`src/rtl/text_column_renderer_pkg.sv`:
```
// rtl/text_column_renderer_pkg.sv - shared state type and font constants for the text column renderer
package text_column_renderer_pkg;

  typedef enum logic [2:0] {
    IDLE,
    FETCH,
    LATCH,
    FONT_REQ,
    FONT_WAIT,
    EMIT,
    DONE
  } state_t;

  localparam logic [6:0] FONT_FIRST = 7'h20;
  localparam logic [6:0] FONT_LAST  = 7'h7E;
  localparam logic [6:0] SPACE      = 7'h20;
  localparam logic [2:0] GLYPH_COLS = 3'd6;

  // The font ROM has no glyphs for control codes or DEL; show them as blanks.
  function automatic logic [6:0] font_code(input logic [6:0] code);
    return (code < FONT_FIRST || code > FONT_LAST) ? SPACE : code;
  endfunction

endpackage

```
`src/rtl/text_column_renderer_cursor_blink.sv`:
```
// rtl/text_column_renderer_cursor_blink.sv - counts completed frames and toggles the cursor blink phase
module text_column_renderer_cursor_blink #(
  parameter int BLINK_FRAMES = 16
) (
  input  logic clk,
  input  logic reset,
  input  logic frame_done,
  output logic phase
);

  localparam int CW = (BLINK_FRAMES > 1) ? $clog2(BLINK_FRAMES) : 1;

  logic [CW-1:0] frame_cnt;

  always_ff @(posedge clk) begin
    if (reset) begin
      frame_cnt <= '0;
      phase     <= 1'b0;
    end else if (frame_done) begin
      if (frame_cnt == CW'(BLINK_FRAMES - 1)) begin
        frame_cnt <= '0;
        phase     <= ~phase;
      end else begin
        frame_cnt <= frame_cnt + 1'b1;
      end
    end
  end

endmodule

```
`src/rtl/text_column_renderer.sv`:
```
// rtl/text_column_renderer.sv - scans the text buffer through the font ROM into a stream of LCD pixel columns
module text_column_renderer
  import text_column_renderer_pkg::*;
#(
  parameter int COLS         = 40,
  parameter int ROWS         = 8,
  parameter int BLINK_FRAMES = 16
) (
  input  logic       clk,
  input  logic       reset,
  input  logic       start,
  output logic       busy,
  output logic       frame_done,
  output logic [8:0] text_addr,
  input  logic [6:0] text_data,
  output logic [6:0] character,
  output logic [2:0] col,
  input  logic [7:0] pixels,
  input  logic       cursor_en,
  input  logic [2:0] cursor_row,
  input  logic [5:0] cursor_chr,
  output logic       out_valid,
  input  logic       out_ready,
  output logic [7:0] out_data,
  output logic [2:0] out_row,
  output logic [7:0] out_x
);

  state_t     state, state_next;
  logic [2:0] row;
  logic [5:0] chr;
  logic       phase;
  logic       last_col, last_chr, last_row, cursor_hit;

  assign last_col   = (col == GLYPH_COLS - 3'd1);
  assign last_chr   = (chr == 6'(COLS - 1));
  assign last_row   = (row == 3'(ROWS - 1));
  assign cursor_hit = cursor_en && phase && (cursor_row == row) && (cursor_chr == chr);

  assign text_addr  = 9'(row) * 9'(COLS) + 9'(chr);
  assign out_row    = row;
  assign out_valid  = (state == EMIT);
  assign frame_done = (state == DONE);
  assign busy       = (state != IDLE) && (state != DONE);

  always_ff @(posedge clk) begin
    if (reset) state <= IDLE;
    else       state <= state_next;
  end

  always_comb begin
    state_next = state;
    case (state)
      IDLE:      if (start) state_next = FETCH;
      FETCH:     state_next = LATCH;
      LATCH:     state_next = FONT_REQ;
      FONT_REQ:  state_next = FONT_WAIT;
      FONT_WAIT: state_next = EMIT;
      EMIT: begin
        if (out_ready) begin
          if (!last_col)                  state_next = FONT_REQ;
          else if (last_chr && last_row)  state_next = DONE;
          else                            state_next = FETCH;
        end
      end
      DONE:      state_next = IDLE;
      default:   state_next = IDLE;
    endcase
  end

  always_ff @(posedge clk) begin
    if (reset) begin
      row       <= '0;
      chr       <= '0;
      col       <= '0;
      out_x     <= '0;
      out_data  <= '0;
      character <= SPACE;
    end else begin
      case (state)
        IDLE: begin
          if (start) begin
            row   <= '0;
            chr   <= '0;
            col   <= '0;
            out_x <= '0;
          end
        end
        LATCH:     character <= font_code(text_data);
        FONT_WAIT: out_data  <= cursor_hit ? ~pixels : pixels;
        EMIT: begin
          // Counters only move on acceptance so the presented column stays put while stalled.
          if (out_ready) begin
            if (!last_col) begin
              col   <= col + 3'd1;
              out_x <= out_x + 8'd1;
            end else if (!last_chr) begin
              chr   <= chr + 6'd1;
              col   <= '0;
              out_x <= out_x + 8'd1;
            end else if (!last_row) begin
              row   <= row + 3'd1;
              chr   <= '0;
              col   <= '0;
              out_x <= '0;
            end
          end
        end
        default: ;
      endcase
    end
  end

  text_column_renderer_cursor_blink #(
    .BLINK_FRAMES(BLINK_FRAMES)
  ) u_cursor_blink (
    .clk        (clk),
    .reset      (reset),
    .frame_done (frame_done),
    .phase      (phase)
  );

endmodule
```
`config.mk`:
```
export PLATFORM = sky130hd
export DESIGN_NAME = text_column_renderer
export DESIGN_NICKNAME = d
export VERILOG_FILES = /design/src/rtl/text_column_renderer_pkg.sv /design/src/rtl/text_column_renderer_cursor_blink.sv /design/src/rtl/text_column_renderer.sv
export SDC_FILE = /design/constraint.sdc
export NUM_CORES = 1
export LEC_CHECK = 0
export CAP_MARGIN = 20
export CORE_ASPECT_RATIO = 1.75
export CORE_MARGIN = 2
export CORE_UTILIZATION = 37
export CTS_BUF_LIST = sky130_fd_sc_hd__clkbuf_16
export CTS_CLUSTER_DIAMETER = 80
export DETAILED_ROUTE_END_ITERATION = 10
export PLACE_DENSITY = 0.66
export RECOVER_POWER = 25
export SLEW_MARGIN = 5
export SYNTH_ARGS = -nofsm -noshare
export SYNTH_HDL_FRONTEND = slang
export SYNTH_HIERARCHICAL = 1
export SYNTH_SLANG_ARGS = --single-unit
```
`constraint.sdc`:
```
create_clock -name clk -period 4.65 [get_ports clk]
set_input_delay 0.93 -clock clk [delete_from_list [all_inputs] [get_ports clk]]
set_output_delay 0.93 -clock clk [all_outputs]
set_load 0.03 [all_outputs]
```
==> results of run 1 <==
==> cell families after synthesis <==
family / Yosys count / synth area share (%)
and+or+nand+nor: 110 / 24.6
AOI/OAI and AO/OA: 53 / 14.0
DFF: 43 / 36.7
xor gates and xnor gates: 34 / 12.7
buffers and inverters: 17 / 3.95
adders and majority gates: 12 / 6.72
muxes: 3 / 1.33
==> sequential cells by signal (all words and copies together), names as in the netlist <==
signal,cells
out_x,8
col,3
out_data,8
state,3
u_cursor_blink/frame_cnt,4
out_row,3
character,7
u_cursor_blink/phase,1
chr,6
==> synth_stat cells, types with 2 or more instances <==
cell	count	area (um2)
inv_1	5	18.8
and3b_1	2	17.5
nor3_1	4	20.0
xnor2_1	11	96.3
nor2_1	32	120
nand4b_1	2	17.5
dfxtp_1	43	861
o21ai_1	3	15.0
nor4_1	5	31.3
a21o_1	2	15.0
or3_1	2	12.5
o21ai_0	15	75.1
nand2_1	24	90.1
ha_1	11	138
nand3_1	7	35.0
mux2i_1	2	20.0
o211ai_1	3	22.5
buf_2	2	10.0
nand4_1	4	25.0
a21oi_1	18	90.1
buf_4	5	37.5
nand3b_1	5	37.5
a22o_1	6	52.6
nand2b_1	4	25.0
nor2b_1	6	37.5
clkbuf_1	2	7.51
and3_1	5	31.3
xor2_1	23	201
==> how the worst max path moves through the flow <==
stage	end	slack [ns]	cells after the start	from
final	text_addr[7]	1.19	6	out_row[0]$_SDFFE_PP0P_
after global routing	text_addr[7]	1.08	6	out_row[0]$_SDFFE_PP0P_
after CTS	text_addr[7]	1.17	6	out_row[0]$_SDFFE_PP0P_
after detailed placement	text_addr[7]	1.50	6	out_row[0]$_SDFFE_PP0P_
after global placement	text_addr[7]	1.56	6	out_row[0]$_SDFFE_PP0P_
after floorplan	text_addr[7]	1.74	6	out_row[0]$_SDFFE_PP0P_
==> power groups by stage <==
stage / sequential (mW) / combinational (mW) / clock [mW]
finish: 0.391 / 0.118 / 0.340
global route: 0.393 / 0.128 / 0.363
CTS: 0.391 / 0.121 / 0.350
detailed placement: 0.400 / 0.121 / 0
global placement: 0.399 / 0.120 / 0
floorplan: 0.403 / 0.0658 / 0
==> through the flow <==
stage	setup slack, ns	hold slack, ns	area (um2)
after global routing	1.08	0.474	3200
after global placement	1.56	0.438	3070
after detailed placement	1.50	0.445	3070
after floorplan	1.74	0.466	2340
final	1.19	0.445	3200
after CTS	1.17	0.454	3210
==> cells in the final DEF (no fill, tap or decap), types with 5 or more instances in the layout <==
| cell type | count |
|---|---|
| a21oi_1 | 18 |
| a22o_1 | 6 |
| and3_1 | 5 |
| clkbuf_16 | 5 |
| clkdlybuf4s50_1 | 60 |
| dfxtp_1 | 43 |
| dlygate4sd3_1 | 9 |
| ha_1 | 11 |
| inv_1 | 5 |
| nand2_1 | 24 |
| nand3_1 | 7 |
| nand3b_1 | 5 |
| nor2_1 | 33 |
| nor2b_1 | 6 |
| nor4_1 | 5 |
| o21ai_0 | 15 |
| xnor2_1 | 11 |
| xor2_1 | 23 |
==> critical path, cell delays in order (launching register included) <==
cell and delay, ns:
dfxtp_1 0.47, ha_1 0.29, ha_1 0.32, nor2b_1 0.14, o21ai_0 0.19, xnor2_1 0.14
clkdlybuf4s50_1 0.68
==> layout make-up <==
type	instances	area, um2	share of cell area [%]
Multi-Input combinational cell	212	1380	43.1
Clock inverter	3	15.0	0.469
Timing Repair Buffer	70	698	21.8
Clock buffer	5	125	3.90
Sequential cell	43	861	26.9
Inverter	6	22.5	0.703
Tap cell	80	100	3.12
==> routing by layer <==
| layer | share of wire, % | vias up | global-route usage [%] | wire length (um) |
|---|---|---|---|---|
| met3 | 4.6 | 15 | 3.99 | 266 |
| met5 | 0 | - | 0 | 0 |
| li1 | - | 1081 | - | - |
| met2 | 53 | 61 | 31.3 | 3050 |
| met1 | 39 | 963 | 18.2 | 2250 |
| met4 | 4.1 | 0 | 11.4 | 239 |
==> results.md, run 1 <==
- Pint: 0.629 mW
- Port Buffers: between 60 and 70
- Hold_sp: out_data[1]$_SDFFE_PP0P_
- Worst Path Required: 3.72 ns
- Via count: 2120
- Post-CTS setup buffer count: 0
- Worst slew pin tran: 1.36 ns
- Final WL: 5800 um
- Core Footprint: 0.00618 mm2
- Initial DRC Count: 83
- DP Cell Count: 411
- GP Congestion: a little over 0.8
- Mapped Area: 0.00234 mm2
- WHS Endpoint: out_data[1]$_SDFFE_PP0P_
- Ant. Diodes: 0
- CP max FO: 6
- Final TNS setup: 0 ns
- Fin util: 51.8%
- DRT antenna net count: 0
- YS warnings: 6
- Later-pin clock latency in the skew report: a little under 0.3 ns
- Switching portion of total power: 25.9%
- Max-slew violation count: 0
- Resize count post-CTS: 0
- Worst r2r dst: character[0]$_SDFFE_PP0P_
- Mapped Nets: around 310
- Critical path class: flip-flop to primary output
- Root Buffer: clkbuf_16
- Combinational share of power: ~14%
- Residual DRC count: 0
- First-pass GRT wire length: 9460 um
- Switching power: 0.220 mW
- # IOs: 70
- Number of buffers created by CTS: 5
- Number of flops mapped to enable cells by yosys: 0
- Final Hold Vio Count: 0
- Final setup vio count: 0
- Post-synthesis register bit count: 43
- Worst Hold Class: flip-flop to flip-flop
- CP endpoint kind: primary output
- Finished Layout Cells: 419
- Global-route usage over all layers: 17.5%
- Startpoint types: flip-flop
- Drt via density: 5.06
- Critical path arrival: 2.53 ns
- Vias in the first global route: 2053
- Initial cell density of the core: 37.9%
- Seq pwr share: 46.1%
- # clock sinks: 43
- Fillers: 614
- CTS Hold Bufs: 0
- Number of detailed-route iterations in the first pass: 4
- Predominant post-synthesis flop cell: dfxtp_1
- Reg2reg start: state[1]$_SDFFE_PP0P_
- Syn avg cell area: 8.62 um2
- Initial antenna violation count: 0
- Clock power share: 40.0%
- Die span in x: 64.2 um
- WL/cell: 13.8 um
- Max VDD drop: 0.000138 V
- Row cnt: 38
- Final #Nets: 379
- Maxcap violations: 0
- Hold Path Depth: 2
- Reg clk slew, reported paths: 0.06 ns
- Tcrit/Tclk final: 74.4%
- CTS H-tree lvls: 2
- DIE AREA: 0.00701 mm2
- Pwr per Cell Area: 265 mW/mm2
- Outcome: finished clean
- Worst reg2reg setup slack: 2.34 ns
- Ys async rst share: 0%
- Largest net degree at the start of global routing: 24
- Max Root-Sink Buffers: 2
- RSZ-0062 raised after global routing: false
- GRT Residual Overflow: 0
- Layout cells sized above 1: 4.72%
- CTS tree: yes
- Distinct cells, synth: between 40 and 50
- Synthesized instance count: about 270
- Post-DP HPWL: 4430 um
- Max transition margin: 7.00%
- Layout Skew: 0.00603 ns
- Power Total: 0.849 mW
- Worst reg2reg path depth: 4
- Die span in y: 109 um
- Area Overhead vs Synth: 36.7%
- Lkg Pwr: 1.24 nW
- Seq/Total Area, Yosys: 36.7%
- Tmin final: 3.46 ns
- Peak Freq: 289 MHz
Power figures use the tool's default switching activity.
==> run 2, diff against run 1 <==
--- a/config.mk
+++ b/config.mk
@@ -12,7 +12,7 @@
 export CTS_BUF_LIST = sky130_fd_sc_hd__clkbuf_16
 export CTS_CLUSTER_DIAMETER = 80
 export DETAILED_ROUTE_END_ITERATION = 10
-export PLACE_DENSITY = 0.66
+export PLACE_DENSITY = 0.69
 export RECOVER_POWER = 25
 export SLEW_MARGIN = 5
 export SYNTH_ARGS = -nofsm -noshare
==> constraint.sdc (replaced) <==
create_clock -name clk -period 2.8 [get_ports clk]
set_input_delay 0.56 -clock clk [delete_from_list [all_inputs] [get_ports clk]]
set_output_delay 0.56 -clock clk [all_outputs]
set_load 0.03 [all_outputs]
==> results.md, run 2 (synthesis gave the netlist of run 1 again) <==
- Outcome: finished clean
- Core Footprint: 0.00618 mm2 (unchanged)
- WL/cell: 13.3 um (-3.9%)
- GRT Residual Overflow: 0 (unchanged)
- Reg2reg start: out_row[0]$_SDFFE_PP0P_
- Final Hold Vio Count: 0 (unchanged)
- GR Layer Usage met2: 31.3% (unchanged)
- Residual DRC count: 0 (unchanged)
- Post-DP HPWL: 4440 um (+0.15%)
- Setup crit start: out_row[0]$_SDFFE_PP0P_
- Worst Path Required: 2.24 ns (-1.48 ns)
- CP delay by family, top: buffers and inverters
- Vias in the first global route: 2139 (+4.2%)
- CP max stage delay: 0.66 ns (-0.02 ns)
- Buf+Inv Stages, Crit Path: 3 (+2)
- Resize count post-CTS: 3 (+3)
- Via count: 2168 (+2.3%)
- Post-CTS setup buffer count: 0 (unchanged)
- # clock sinks: 43 (unchanged)
- Register Area: 861 um2 (unchanged)
- Pwr per Cell Area: 427 mW/mm2 (+61%)
- Max transition margin: 60.9% (+54 points)
- Tmin final: about 2.7 ns
- Max VDD drop: 0.000208 V (+51%)
- Most frequent cells in the layout: clkdlybuf4s50_1, dfxtp_1, nor2_1
- Maxcap violations: 0 (unchanged)
- Fillers: 614 (unchanged)
- Footprint of the multi-input gates: 0.00138 mm2 (unchanged)
- Reg clk slew, reported paths: 0.06 ns (about the same)
- Regs by FF count: out_data (8), out_x (8), character (7)
- Final TNS setup: 0 ns (unchanged)
- Stages on worst setup path: 5 (-1)
- Ant. Diodes: 0 (unchanged)
- Initial DRC Count: 68 (-18%)
- Worst reg2reg path depth: 7 (+3)
- Final setup vio count: 0 (unchanged)
- Routing usage on met1: 17.8% (-0.40 points)
- Hold slack: 0.444 ns (-0.000379 ns)
- GR peak layer: met2
- Final #Nets: 388 (+2.4%)
- Worst slew pin tran: 0.582 ns (-0.778 ns)
- Initial antenna violation count: 0 (unchanged)
- Area Overhead vs Synth: 38.7%
- CP max FO: 4 (-2)
- RSZ-0062 raised after global routing: false
- Commonest non-fill, non-tap cell in the layout: clkdlybuf4s50_1
- Max Root-Sink Buffers: 2 (unchanged)
- DRT antenna net count: 0 (unchanged)
- Initial cell density of the core: 37.9% (unchanged)
- GP Congestion: 0.796 (-2.7%)
- Critical path class: flip-flop to primary output
- Drt via density: 5.08 (+0.35%)
- Lkg Pwr: 1.30 nW (+5.0%)
- Slowest CP cell: clkdlybuf4s50_1
- Max-slew violation count: 0 (unchanged)
- Hold Path Depth: 2 (unchanged)
- Startpoint types: flip-flop
- Layout Skew: 0.00265 ns (-0.00338 ns)
- DIE AREA: 0.00701 mm2 (unchanged)
- Final WL: 5680 um (-2.1%)
- First-pass GRT wire length: 9400 um (-0.66%)
- Number of buffers created by CTS: 5 (unchanged)
- Number of detailed-route iterations in the first pass: 4 (unchanged)
- Hold_sp: out_data[5]$_SDFFE_PP0P_
- CP cell instances: ha_1, inv_1, fa_1, inv_1, clkdlybuf4s50_1
- Root Buffer: clkbuf_16
- Row cnt: 38 (unchanged)
- CTS tree: yes
- Global-route usage over all layers: 16.9% (-0.63 points)
- Most used cell, CP: inv_1
- # IOs: 70 (unchanged)
- CTS H-tree lvls: 2 (unchanged)
- Peak Freq: 375 MHz
- Worst Hold Class: flip-flop to flip-flop
- M3 GR Usage: 2.76% (-1.2 points)
- Tcrit/Tclk final: 95.4%
- CTS Hold Bufs: 0 (unchanged)
- Port Buffers: 69 (unchanged)
- CP endpoint kind: primary output
- Largest net degree at the start of global routing: 14 (-42%)
- Critical path arrival: 2.11 ns (-0.42 ns)
- Later-pin clock latency in the skew report: 0.28 ns (about the same)
- Die span in x: 64.2 um (unchanged)
- Die span in y: 109 um (unchanged)
- Layout cells sized above 1: 6.34% (+1.6 points)
[run 2: cell count changes in the layout (fill, tap and decap cells not counted), sizes merged]
cell / change
buf: +7
clkdlybuf4s50: -5
clkbuf: +3
dlygate4sd2: +2
clkinv: -1
dlygate4sd3: +1
dlymetal6s2s: +1
[run 2: layer usage]
layer | up-vias | routed length, um
li1 | 1102 | -
met1 | 978 | 2190
met2 | 73 | 3050
met3 | 15 | 248
met4 | 0 | 202
met5 | - | 0
[run 2: worst register-to-register path, cell delays in order (launching register included)]
cell and delay [ns]:
dfxtp_1 0.34, buf_4 0.16, ha_1 0.19, ha_1 0.24
a31oi_1 0.46, o21ai_0 0.30, a32oi_1 0.23, nor2_1 0.05
[run 2: through the flow]
| step | utilization [%] | total power [mW] | std cells | setup WS (ns) | area [um2] |
|---|---|---|---|---|---|
| floorplan | - | 0.778 | 272 | 0.258 | 2340 |
| global placement | 50.8 | 0.868 | 420 | 0.175 | 3140 |
| detailed placement | 50.8 | 0.869 | 420 | 0.0863 | 3140 |
| CTS | 52.9 | 1.41 | 427 | 0.0305 | 3270 |
| global route | 52.6 | 1.45 | 427 | 0.0106 | 3250 |
| finish | 52.6 | 1.39 | 427 | 0.130 | 3250 |
[run 2: layout make-up]
class | count | area share [%]
Multi-Input combinational cell | 212 | 42.5
Sequential cell | 43 | 26.5
Timing Repair Buffer | 79 | 23.2
Clock buffer | 5 | 3.85
Tap cell | 80 | 3.08
Inverter | 6 | 0.692
Clock inverter | 2 | 0.269
[run 2: where the power goes]
part | switching, mW | internal (mW)
Sequential | 0.0172 | 0.627
Combinational | 0.109 | 0.0978
Clock | 0.218 | 0.320
[run 2: path summary, 6_finish.rpt]
| check | slack, ns | endpoint |
|---|---|---|
| setup reg to reg | 0.71 | chr[1]$_SDFFE_PP0P_ |
| setup / recovery | 0.13 | text_addr[4] |
| hold reg to reg | 0.44 | out_data[5]$_SDFFE_PP0P_ |
| hold / removal | 0.44 | out_data[5]$_SDFFE_PP0P_ |
